$ cat config.mk
export PLATFORM = sky130hd
export DESIGN_NAME = pipe_stall_ctrl_flat
export DESIGN_NICKNAME = d
export VERILOG_FILES = /design/src/rtl/pipe_stall_ctrl_if.sv /design/src/rtl/pipe_stall_ctrl.sv /design/src/flat_wrapper.sv
export SDC_FILE = /design/constraint.sdc
export NUM_CORES = 1
export LEC_CHECK = 0
export BUFFER_PORTS_ARGS = -buffer_cell sky130_fd_sc_hd__buf_4
export CAP_MARGIN = 20
export CORE_MARGIN = 3
export CORE_UTILIZATION = 43
export DETAILED_ROUTE_END_ITERATION = 12
export GPL_TIMING_DRIVEN = 0
export PLACE_DENSITY = 0.84
export SLEW_MARGIN = 15
export SYNTH_ARGS = -nofsm -noshare
export SYNTH_HDL_FRONTEND = slang
export SYNTH_SLANG_ARGS = --single-unit
$ cat constraint.sdc
create_clock -name clk -period 2.7 [get_ports clk]
set_input_delay 0.405 -clock clk [delete_from_list [all_inputs] [get_ports clk]]
set_output_delay 0.405 -clock clk [all_outputs]
set_load 0.02 [all_outputs]
$ cat src/rtl/pipe_stall_ctrl_if.sv
// ============================================================================
//  Module      : pipe_stall_ctrl_if
//  Description : Bundle of stall requests, branch/exception redirects,
//                decode hints and stall/flush/redirect controls exchanged
//                between the pipeline and the stall controller.
//                Optional macro PIPE_CTRL_PERF_EN adds performance counters.
//  Revision    : 1.0 - initial release
// ============================================================================
`default_nettype none

interface pipe_stall_ctrl_if #(
  parameter int NUM_STAGES = 5,
  parameter int NUM_LANES  = 2,
  parameter int ADDR_WIDTH = 32
);

  // Stall requests (level)
  logic                            icache_stall_req;
  logic                            dcache_stall_req;
  logic                            hazard_stall_req;
  logic                            ex_stall_req;

  // Branch mispredicts and exception commit
  logic [NUM_LANES-1:0]            ex_branch_flag;
  logic [NUM_LANES*ADDR_WIDTH-1:0] ex_branch_pc;
  logic                            csr_excp_flag;
  logic [ADDR_WIDTH-1:0]           csr_excp_pc;

  // Decode hints and pipeline status
  logic [NUM_LANES-1:0]            decode_wfi;
  logic [NUM_LANES-1:0]            decode_fence;
  logic                            wakeup;
  logic                            mem_busy;
  logic                            fetch_ready;

  // Controller outputs
  logic [NUM_STAGES-1:0]           stall;
  logic [NUM_STAGES-2:0]           flush;
  logic [NUM_LANES-1:0]            lane_kill;
  logic                            redirect_valid;
  logic [ADDR_WIDTH-1:0]           redirect_pc;
  logic [1:0]                      ctrl_state;

`ifdef PIPE_CTRL_PERF_EN
  logic [31:0]                     perf_stall_cnt;
  logic [31:0]                     perf_flush_cnt;
  logic [31:0]                     perf_fence_cnt;
`endif

  // Pipeline side: drives requests, receives controls
  modport master (
    output icache_stall_req, dcache_stall_req, hazard_stall_req, ex_stall_req,
    output ex_branch_flag, ex_branch_pc, csr_excp_flag, csr_excp_pc,
    output decode_wfi, decode_fence, wakeup, mem_busy, fetch_ready,
    input  stall, flush, lane_kill, redirect_valid, redirect_pc, ctrl_state
`ifdef PIPE_CTRL_PERF_EN
    , input perf_stall_cnt, perf_flush_cnt, perf_fence_cnt
`endif
  );

  // Controller side: receives requests, drives controls
  modport slave (
    input  icache_stall_req, dcache_stall_req, hazard_stall_req, ex_stall_req,
    input  ex_branch_flag, ex_branch_pc, csr_excp_flag, csr_excp_pc,
    input  decode_wfi, decode_fence, wakeup, mem_busy, fetch_ready,
    output stall, flush, lane_kill, redirect_valid, redirect_pc, ctrl_state
`ifdef PIPE_CTRL_PERF_EN
    , output perf_stall_cnt, perf_flush_cnt, perf_fence_cnt
`endif
  );

endinterface

`default_nettype wire

$ cat src/rtl/pipe_stall_ctrl.sv
// ============================================================================
//  Module      : pipe_stall_ctrl
//  Description : Pipeline stall/flush controller. Arbitrates stall sources by
//                priority, inserts bubbles at the first non-held boundary,
//                resolves multi-lane branch mispredicts and exceptions into
//                flush, lane kill and a registered fetch redirect, and runs a
//                RUN/FENCE/WFI state machine.
//                Optional macro PIPE_CTRL_PERF_EN adds 32-bit perf counters.
//  Revision    : 1.0 - initial release
// ============================================================================
`default_nettype none

module pipe_stall_ctrl #(
  parameter int NUM_STAGES = 5,
  parameter int NUM_LANES  = 2,
  parameter int ADDR_WIDTH = 32
) (
  input  wire logic         clk,
  input  wire logic         rst,
  pipe_stall_ctrl_if.slave  bus
);

  // Stage indices
  localparam int STG_IF  = 0;
  localparam int STG_ID  = 1;
  localparam int STG_EX  = 2;
  localparam int STG_MEM = 3;

  // Controller states
  localparam logic [1:0] ST_RUN   = 2'd0;
  localparam logic [1:0] ST_FENCE = 2'd1;
  localparam logic [1:0] ST_WFI   = 2'd2;

  logic [1:0]            rState;
  logic [1:0]            wNextState;

  logic [NUM_STAGES-1:0] wStall;
  logic [NUM_STAGES-2:0] wBubble;
  logic [NUM_STAGES-2:0] wCtrlFlush;
  logic [NUM_LANES-1:0]  wBranchKill;
  logic [NUM_LANES-1:0]  wLaneKill;
  logic [ADDR_WIDTH-1:0] wBranchPc;
  logic                  wBranchAny;
  logic                  wRedirectEvent;
  logic [ADDR_WIDTH-1:0] wRedirectTarget;

  logic                  rRedirectValid;
  logic [ADDR_WIDTH-1:0] rRedirectPc;

  assign wBranchAny     = |bus.ex_branch_flag;
  assign wRedirectEvent = bus.csr_excp_flag | wBranchAny;
  // Exception vector beats any branch target raised in the same cycle
  assign wRedirectTarget = bus.csr_excp_flag ? bus.csr_excp_pc : wBranchPc;

  // Next-state selection; a committing exception always returns to RUN
  always_comb begin
    wNextState = rState;
    case (rState)
      ST_RUN: begin
        if (|bus.decode_wfi && !bus.wakeup) begin
          wNextState = ST_WFI;
        end else if (|bus.decode_fence && bus.mem_busy) begin
          wNextState = ST_FENCE;
        end
      end
      ST_FENCE: begin
        if (!bus.mem_busy) begin
          wNextState = ST_RUN;
        end
      end
      ST_WFI: begin
        if (bus.wakeup) begin
          wNextState = ST_RUN;
        end
      end
      default: wNextState = ST_RUN;
    endcase
    if (bus.csr_excp_flag) begin
      wNextState = ST_RUN;
    end
  end

  // State register
  always_ff @(posedge clk) begin
    if (rst) begin
      rState <= ST_RUN;
    end else begin
      rState <= wNextState;
    end
  end

  // Priority stall arbitration; the winner bubbles the boundary just past
  // the deepest stage it holds so that stage does not advance a duplicate
  always_comb begin
    wStall  = '0;
    wBubble = '0;
    if (rState == ST_WFI) begin
      wStall = '1;
    end else if (bus.hazard_stall_req) begin
      for (int k = 0; k < NUM_STAGES; k++) wStall[k] = (k <= STG_ID);
      wBubble[STG_ID] = 1'b1;
    end else if (bus.dcache_stall_req || (rState == ST_FENCE)) begin
      for (int k = 0; k < NUM_STAGES; k++) wStall[k] = (k <= STG_MEM);
      wBubble[STG_MEM] = 1'b1;
    end else if (bus.ex_stall_req) begin
      for (int k = 0; k < NUM_STAGES; k++) wStall[k] = (k <= STG_EX);
      wBubble[STG_EX] = 1'b1;
    end else if (bus.icache_stall_req) begin
      wStall[STG_IF]  = 1'b1;
      wBubble[STG_IF] = 1'b1;
    end
  end

  // Oldest mispredicting lane wins; every younger lane is killed
  always_comb begin
    logic seen;
    seen        = 1'b0;
    wBranchKill = '0;
    wBranchPc   = '0;
    for (int i = 0; i < NUM_LANES; i++) begin
      wBranchKill[i] = seen;
      if (bus.ex_branch_flag[i] && !seen) begin
        wBranchPc = bus.ex_branch_pc[i*ADDR_WIDTH +: ADDR_WIDTH];
      end
      seen = seen | bus.ex_branch_flag[i];
    end
  end

  // Control-flow flush: exception clears through EX, branch through ID
  always_comb begin
    wCtrlFlush = '0;
    wLaneKill  = '0;
    if (bus.csr_excp_flag) begin
      for (int k = 0; k < NUM_STAGES - 1; k++) wCtrlFlush[k] = (k <= STG_EX);
      wLaneKill = '1;
    end else if (wBranchAny) begin
      for (int k = 0; k < NUM_STAGES - 1; k++) wCtrlFlush[k] = (k <= STG_ID);
      wLaneKill = wBranchKill;
    end
  end

  // Combinational controls are forced quiet while reset is held
  assign bus.stall     = rst ? '0 : wStall;
  assign bus.flush     = rst ? '0 : (wBubble | wCtrlFlush);
  assign bus.lane_kill = rst ? '0 : wLaneKill;

  // Redirect register: a new event (re)loads the target, otherwise the
  // request holds until fetch accepts it
  always_ff @(posedge clk) begin
    if (rst) begin
      rRedirectValid <= 1'b0;
      rRedirectPc    <= '0;
    end else if (wRedirectEvent) begin
      rRedirectValid <= 1'b1;
      rRedirectPc    <= wRedirectTarget;
    end else if (rRedirectValid && bus.fetch_ready) begin
      rRedirectValid <= 1'b0;
    end
  end

  assign bus.redirect_valid = rRedirectValid;
  assign bus.redirect_pc    = rRedirectPc;
  assign bus.ctrl_state     = rState;

`ifdef PIPE_CTRL_PERF_EN
  logic [31:0] rPerfStallCnt;
  logic [31:0] rPerfFlushCnt;
  logic [31:0] rPerfFenceCnt;

  // Free-running event counters, wrapping naturally at 2^32
  always_ff @(posedge clk) begin
    if (rst) begin
      rPerfStallCnt <= '0;
      rPerfFlushCnt <= '0;
      rPerfFenceCnt <= '0;
    end else begin
      if (|wStall)            rPerfStallCnt <= rPerfStallCnt + 32'd1;
      if (wRedirectEvent)     rPerfFlushCnt <= rPerfFlushCnt + 32'd1;
      if (rState == ST_FENCE) rPerfFenceCnt <= rPerfFenceCnt + 32'd1;
    end
  end

  assign bus.perf_stall_cnt = rPerfStallCnt;
  assign bus.perf_flush_cnt = rPerfFlushCnt;
  assign bus.perf_fence_cnt = rPerfFenceCnt;
`endif

endmodule

`default_nettype wire

$ cat src/flat_wrapper.sv
// flat-port wrapper written by rule: the top's interface ports become plain ports
module pipe_stall_ctrl_flat 
#(
  parameter int NUM_STAGES = 5,
  parameter int NUM_LANES  = 2,
  parameter int ADDR_WIDTH = 32
)
  (clk, rst, bus_icache_stall_req, bus_dcache_stall_req, bus_hazard_stall_req, bus_ex_stall_req, bus_ex_branch_flag, bus_ex_branch_pc, bus_csr_excp_flag, bus_csr_excp_pc, bus_decode_wfi, bus_decode_fence, bus_wakeup, bus_mem_busy, bus_fetch_ready, bus_stall, bus_flush, bus_lane_kill, bus_redirect_valid, bus_redirect_pc, bus_ctrl_state);
  pipe_stall_ctrl_if #(.NUM_STAGES(NUM_STAGES), .NUM_LANES(NUM_LANES), .ADDR_WIDTH(ADDR_WIDTH)) bus_i ();
  input  wire logic clk;
  input  wire logic rst;
  input wire logic [$bits(bus_i.icache_stall_req)-1:0] bus_icache_stall_req;
  input wire logic [$bits(bus_i.dcache_stall_req)-1:0] bus_dcache_stall_req;
  input wire logic [$bits(bus_i.hazard_stall_req)-1:0] bus_hazard_stall_req;
  input wire logic [$bits(bus_i.ex_stall_req)-1:0] bus_ex_stall_req;
  input wire logic [$bits(bus_i.ex_branch_flag)-1:0] bus_ex_branch_flag;
  input wire logic [$bits(bus_i.ex_branch_pc)-1:0] bus_ex_branch_pc;
  input wire logic [$bits(bus_i.csr_excp_flag)-1:0] bus_csr_excp_flag;
  input wire logic [$bits(bus_i.csr_excp_pc)-1:0] bus_csr_excp_pc;
  input wire logic [$bits(bus_i.decode_wfi)-1:0] bus_decode_wfi;
  input wire logic [$bits(bus_i.decode_fence)-1:0] bus_decode_fence;
  input wire logic [$bits(bus_i.wakeup)-1:0] bus_wakeup;
  input wire logic [$bits(bus_i.mem_busy)-1:0] bus_mem_busy;
  input wire logic [$bits(bus_i.fetch_ready)-1:0] bus_fetch_ready;
  output wire logic [$bits(bus_i.stall)-1:0] bus_stall;
  output wire logic [$bits(bus_i.flush)-1:0] bus_flush;
  output wire logic [$bits(bus_i.lane_kill)-1:0] bus_lane_kill;
  output wire logic [$bits(bus_i.redirect_valid)-1:0] bus_redirect_valid;
  output wire logic [$bits(bus_i.redirect_pc)-1:0] bus_redirect_pc;
  output wire logic [$bits(bus_i.ctrl_state)-1:0] bus_ctrl_state;
  assign bus_i.icache_stall_req = bus_icache_stall_req;
  assign bus_i.dcache_stall_req = bus_dcache_stall_req;
  assign bus_i.hazard_stall_req = bus_hazard_stall_req;
  assign bus_i.ex_stall_req = bus_ex_stall_req;
  assign bus_i.ex_branch_flag = bus_ex_branch_flag;
  assign bus_i.ex_branch_pc = bus_ex_branch_pc;
  assign bus_i.csr_excp_flag = bus_csr_excp_flag;
  assign bus_i.csr_excp_pc = bus_csr_excp_pc;
  assign bus_i.decode_wfi = bus_decode_wfi;
  assign bus_i.decode_fence = bus_decode_fence;
  assign bus_i.wakeup = bus_wakeup;
  assign bus_i.mem_busy = bus_mem_busy;
  assign bus_i.fetch_ready = bus_fetch_ready;
  assign bus_stall = bus_i.stall;
  assign bus_flush = bus_i.flush;
  assign bus_lane_kill = bus_i.lane_kill;
  assign bus_redirect_valid = bus_i.redirect_valid;
  assign bus_redirect_pc = bus_i.redirect_pc;
  assign bus_ctrl_state = bus_i.ctrl_state;
  pipe_stall_ctrl #(.NUM_STAGES(NUM_STAGES), .NUM_LANES(NUM_LANES), .ADDR_WIDTH(ADDR_WIDTH)) u_core (.clk(clk), .rst(rst), .bus(bus_i));
endmodule
### Word level (Yosys, flattened, before mapping)

Cells that the tools add are included.

| storage, ports and cells | value |
|---|---|
| bits in registers | 35 |
| bits of input ports | 112 |
| logic and storage cells | 56 |

| cells by class | value |
|---|---|
| eq/ne operators | 5 |
| multiplexer cells | 32 |
| bitwise gates (word level) | 2 |
| reductions and logical operators | 14 |

Operators with widths:

| kind | count |
|---|---|
| 2-to-1 mux 32 bit | 3 |
| 2-to-1 mux 2 bit | 10 |
| 2-to-1 mux 5 bit | 4 |
| 2-to-1 mux 4 bit | 3 |
| 2-to-1 mux 1 bit | 11 |
| OR reduction 2 bit | 4 |
| one-hot mux 2 bit (3 select lines) | 1 |
| logical AND 1 bit | 4 |
| != test 2 bit, second input constant | 2 |
| OR 4 bit | 1 |
| != test 3 x 1 -> 1 bit, second input constant | 1 |
| AND reduction 3 bit | 1 |
| == test 2 x 1 -> 1 bit, second input constant | 1 |
| == test 2 bit, second input constant | 1 |
| zero test 1 bit | 2 |
| zero test 2 bit | 1 |
| nonzero test 2 bit | 1 |
| logical OR 1 bit | 1 |
| OR 1 bit | 1 |

### Logic depth before layout (Yosys ltp)

| logic depth | value |
|---|---|
| depth after elaboration | 7 |
| mapped depth | 5 |

### Least setup slack after synthesis

No wires, ideal clock.

| timing path | value |
|---|---|
| kind | register to output |
| from | register u_core.rState[0] (netlist: u_core.bus.ctrl_state[0]) |
| to | output bus_flush[3] |
| arrival time | 1.363 ns |
| data required time | 2.295 ns |
| setup slack | 0.932 ns |
| cell stages (with the launch flop) | 4 |
| buffers on the path | 0 |
| cell sequence | dfxtp_1 > inv_1 > maj3_1 > nor3_1 |

| on the way | value |
|---|---|
| cells in the longest elaborated chain, start to end | 7 |
| elaborated cells on any way between the ends | 8 |
| those cells by class | eq/ne: 2; mux: 4; bitwise: 1; reduce/logical: 1 |

RTL lines:

| element | RTL line | source |
|---|---|---|
| start: declaration | pipe_stall_ctrl.sv:34 | `logic [1:0] rState;` |
| start signal: assignment | pipe_stall_ctrl.sv:88 | `rState <= wNextState;` |
| == test 2 x 1 -> 1 bit | pipe_stall_ctrl.sv:102 | `end else if (bus.dcache_stall_req \|\| (rState == ST_FENCE)) begin` |
| logical OR 1 bit | pipe_stall_ctrl.sv:102 |  |
| 2-to-1 mux 1 bit | pipe_stall_ctrl.sv:102 |  |
| 2-to-1 mux 2 bit | pipe_stall_ctrl.sv:99 | `end else if (bus.hazard_stall_req) begin` |
| 2-to-1 mux 4 bit (*) | pipe_stall_ctrl.sv:97 | `if (rState == ST_WFI) begin` |
| OR 4 bit (*) | pipe_stall_ctrl.sv:144 | `assign bus.flush = rst ? '0 : (wBubble \| wCtrlFlush);` |
| 2-to-1 mux 4 bit (*) | pipe_stall_ctrl.sv:144 |  |
| end: declaration | flat_wrapper.sv:26 | `output wire logic [$bits(bus_i.flush)-1:0] bus_flush;` |

Every way passes the cells marked *; elsewhere a longest branch is shown, timed or not.

### Worst setup path after layout

| timing path | value |
|---|---|
| from | register u_core.rState[1] (netlist: u_core.bus.ctrl_state[1]) |
| to | output bus_flush[0] |

| on the way | value |
|---|---|
| cells in the longest elaborated chain, start to end | 7 |
| elaborated cells on any way between the ends | 8 |
| those cells by class | eq/ne: 2; mux: 4; bitwise: 1; reduce/logical: 1 |

RTL lines:

| element | RTL line |
|---|---|
| == test 2 x 1 -> 1 bit | pipe_stall_ctrl.sv:102 |
| logical OR 1 bit | pipe_stall_ctrl.sv:102 |
| 2-to-1 mux 1 bit | pipe_stall_ctrl.sv:102 |
| 2-to-1 mux 1 bit | pipe_stall_ctrl.sv:99 |
| 2-to-1 mux 4 bit (*) | pipe_stall_ctrl.sv:97 |
| OR 4 bit (*) | pipe_stall_ctrl.sv:144 |
| 2-to-1 mux 4 bit (*) | pipe_stall_ctrl.sv:144 |

Marked as above.

==> flow_summary.json <==
{
  "status": "complete, no violations",
  "antenna_left": 0,
  "cts.htree.levels": 2,
  "port_buffers": 156,
  "tightest_slew_ps": 484,
  "cts_sinks": 35,
  "multi_input_area_um2": 1140,
  "rr_worst_depth": 2,
  "hold_viol": 0,
  "area_growth_syn_to_layout_pct": 67.8,
  "totalWireLength_um": 7020,
  "insertion_delay_ps": 290,
  "muxShareOfSynthArea_pct": 0,
  "synth_top_area_cell": "dfxtp_1",
  "synthArstFlopShare_pct": 0,
  "crit_path_end_kind": "output port",
  "fin_setup_tns_ps": 0,
  "synth_top_area_share_pct": 35.1,
  "first_iter_violations": 134,
  "utilization_pct": 75.9,
  "cts_buffer_depth": 2,
  "min_period_ps": 2020,
  "grt_setup_unrepaired": "no",
  "cts_setup_buffers": 0,
  "synth_compound_area_share_pct": 36.5,
  "finClkSkew_ps": 0.183,
  "ctsResizeCount": 0,
  "rows": 24,
  "grtUsageTotal_pct": 25.4,
  "rr_startpoint": "u_core.bus.ctrl_state[0]",
  "syn-num-nets": 339,
  "grt_pass1_vias": 2317,
  "r2r-end": "u_core.bus.ctrl_state[1]",
  "vdd_ir_drop_max_uv": 442,
  "grt_overflow": 0,
  "firstDrtPassIters": 4,
  "diodes": 0,
  "ys_types": 29,
  "dieArea_um2": 5490,
  "synthTopCellsByCount": "dfxtp_1, nand2b_1, a32o_1",
  "seq_area_frac_synth_pct": 35.1,
  "cts-root-buf": "clkbuf_8",
  "slew_headroom_pct": 67.4,
  "viasPerCell": 5.48,
  "vias": 2426,
  "yosys-top-cells-area": "dfxtp_1, a32o_1, nand2b_1",
  "endpoint": "bus_flush[0]",
  "finalPower_mw": 1.53,
  "cp-start-kind": "flop",
  "holdBufCountCts": 0,
  "dp_hpwl_um": 5530,
  "dieWidth_um": 74.1,
  "nNetsFinal": 502,
  "crit_chain": "xor2_1 > nor4_1 > a31o_1 > buf_4",
  "drcViolationCount": 0,
  "clk_pin_slew_ps": 70,
  "synth_top_family_by_area": "compound AO/OA/AOI/OAI gates",
  "critical_path_class": "flop to output port",
  "core-area_um2": 4410,
  "yosys.area_share.simple_pct": 19.7,
  "min_from": "bus_decode_wfi[0]",
  "grt_start_max_net_pins": 12,
  "critPathMaxStageDelay_ps": 470,
  "die_h_um": 74.1,
  "cts-buffers-inserted": 5,
  "initial_utilization_pct": 45.2,
  "gp_congestion": 0.820,
  "synth_cells": 227,
  "ioPinCount": 158,
  "synthAdderAreaFrac_pct": 0.502,
  "slew_viol_final": 0,
  "maxCapViolCount": 0,
  "cp.arrival_ps": 1610,
  "setup_viol": 0,
  "cts_tree": "done",
  "period_share_pct": 74.7,
  "fillers": 358,
  "power_density_nw_per_um2": 457,
  "drive_gt1_share_pct": 47.6,
  "hp-class": "input pin to flop",
  "p_leak_nw": 1.57,
  "max_freq_ghz": 0.496,
  "synth_xor_area_share_pct": 0.439,
  "synth_top_flop_cell": "dfxtp_1",
  "critPathLaunch": "u_core.bus.ctrl_state[1]",
  "synth-edff-count": 0,
  "antenna_found_initial": 0,
  "ff2ff_setup_slack_ps": 1800,
  "yosysMostFrequentCell": "dfxtp_1",
  "cp_slowest_cell": "dfxtp_1",
  "grt_pass1_wl_um": 10800,
  "wl_per_cell_um": 15.8,
  "synth_warnings": 0,
  "worstPathMaxFanout": 7,
  "worstPathRequired_ps": 2300,
  "synth_area_per_cell_um2": 8.79,
  "netlist_area_um2": 2000,
  "ys_seq_elements": 35,
  "seqCellArea_um2": 701
}
registers in the layout, summed over array words and instances (netlist names):
name / flops
u_core.bus.redirect_valid: 1
u_core.bus.ctrl_state: 2
u_core.bus.redirect_pc: 32
power by group:
part / internal [mW] / total [mW] / switching [mW] / leakage (nW)
Clock: 0.299 / 0.491 / 0.192 / 0.0612
Sequential: 0.557 / 0.579 / 0.0214 / 0.291
Combinational: 0.251 / 0.462 / 0.211 / 1.22
Total: 1.11 / 1.53 / 0.424 / 1.57
kinds of logic (layout without fill, tap and decap cells):
group	count (synthesis)	after routing
AOI/OAI and AO/OA	93	93
xor gates and xnor gates	1	1
adders and majority gates	1	1
buffers and inverters	29	193
DFF	35	35
and+or+nand+nor	68	68
through the flow:
stage	std cells	hold slack (ps)	cell area (um2)	worst slack, ps
after CTS	443	336	3350	684
final	443	345	3350	682
after global routing	443	358	3350	498
after global placement	435	434	3230	764
after detailed placement	435	441	3230	747
after floorplan	227	523	2000	932
placed cells by master, fill, tap and decap left out, types with 2 or more instances in the layout:
cell      count
o21ai_1      17
a21oi_1      21
a31o_1        2
dfxtp_1      35
nor4_1        2
a221o_1      15
buf_6         4
a32o_1       32
clkbuf_8      6
nand2b_1     33
buf_2        13
clkbuf_1      6
nor2_1        8
buf_4       156
nand2_1      18
inv_1         5
o31a_1        2
worst max-delay path: cells and delay by family, from the launching register on:
family / cells / cell delay, ps
AND/OR/NAND/NOR: 1 / 390
XOR/XNOR: 1 / 130
AO/OA/AOI/OAI: 1 / 210
buffers and inverters: 1 / 130
flip-flops: 1 / 470
worst min path at each step:
stage,to,slack [ps],depth (start not counted)
6_report,u_core.bus.ctrl_state[1],340,2
5_1_grt,u_core.bus.ctrl_state[1],360,2
4_1_cts,u_core.bus.ctrl_state[1],340,2
3_5_place_dp,u_core.bus.redirect_valid,440,1
3_3_place_gp,u_core.bus.redirect_valid,430,1
2_1_floorplan,u_core.bus.ctrl_state[1],520,1
area by class of cell:
| class | instances | share of cell area (%) |
|---|---|---|
| Inverter | 6 | 0.672 |
| Clock buffer | 6 | 2.47 |
| Multi-Input combinational cell | 163 | 34.0 |
| Timing Repair Buffer | 156 | 35.0 |
| Buffer | 23 | 3.96 |
| Clock inverter | 2 | 1.05 |
| Sequential cell | 35 | 20.9 |
| Tap cell | 52 | 1.94 |
metal layers:
| metal | routed length, um | vias to the layer above | share of wire, % | GRT usage (%) |
|---|---|---|---|---|
| met3 | 697 | 14 | 9.9 | 7.30 |
| li1 | - | 1190 | - | - |
| met2 | 3620 | 104 | 52 | 44.1 |
| met4 | 148 | 0 | 2.1 | 9.05 |
| met5 | 0 | - | 0 | 0 |
| met1 | 2550 | 1118 | 36 | 29.6 |
Note: power is estimated with default switching activity, not from simulation.
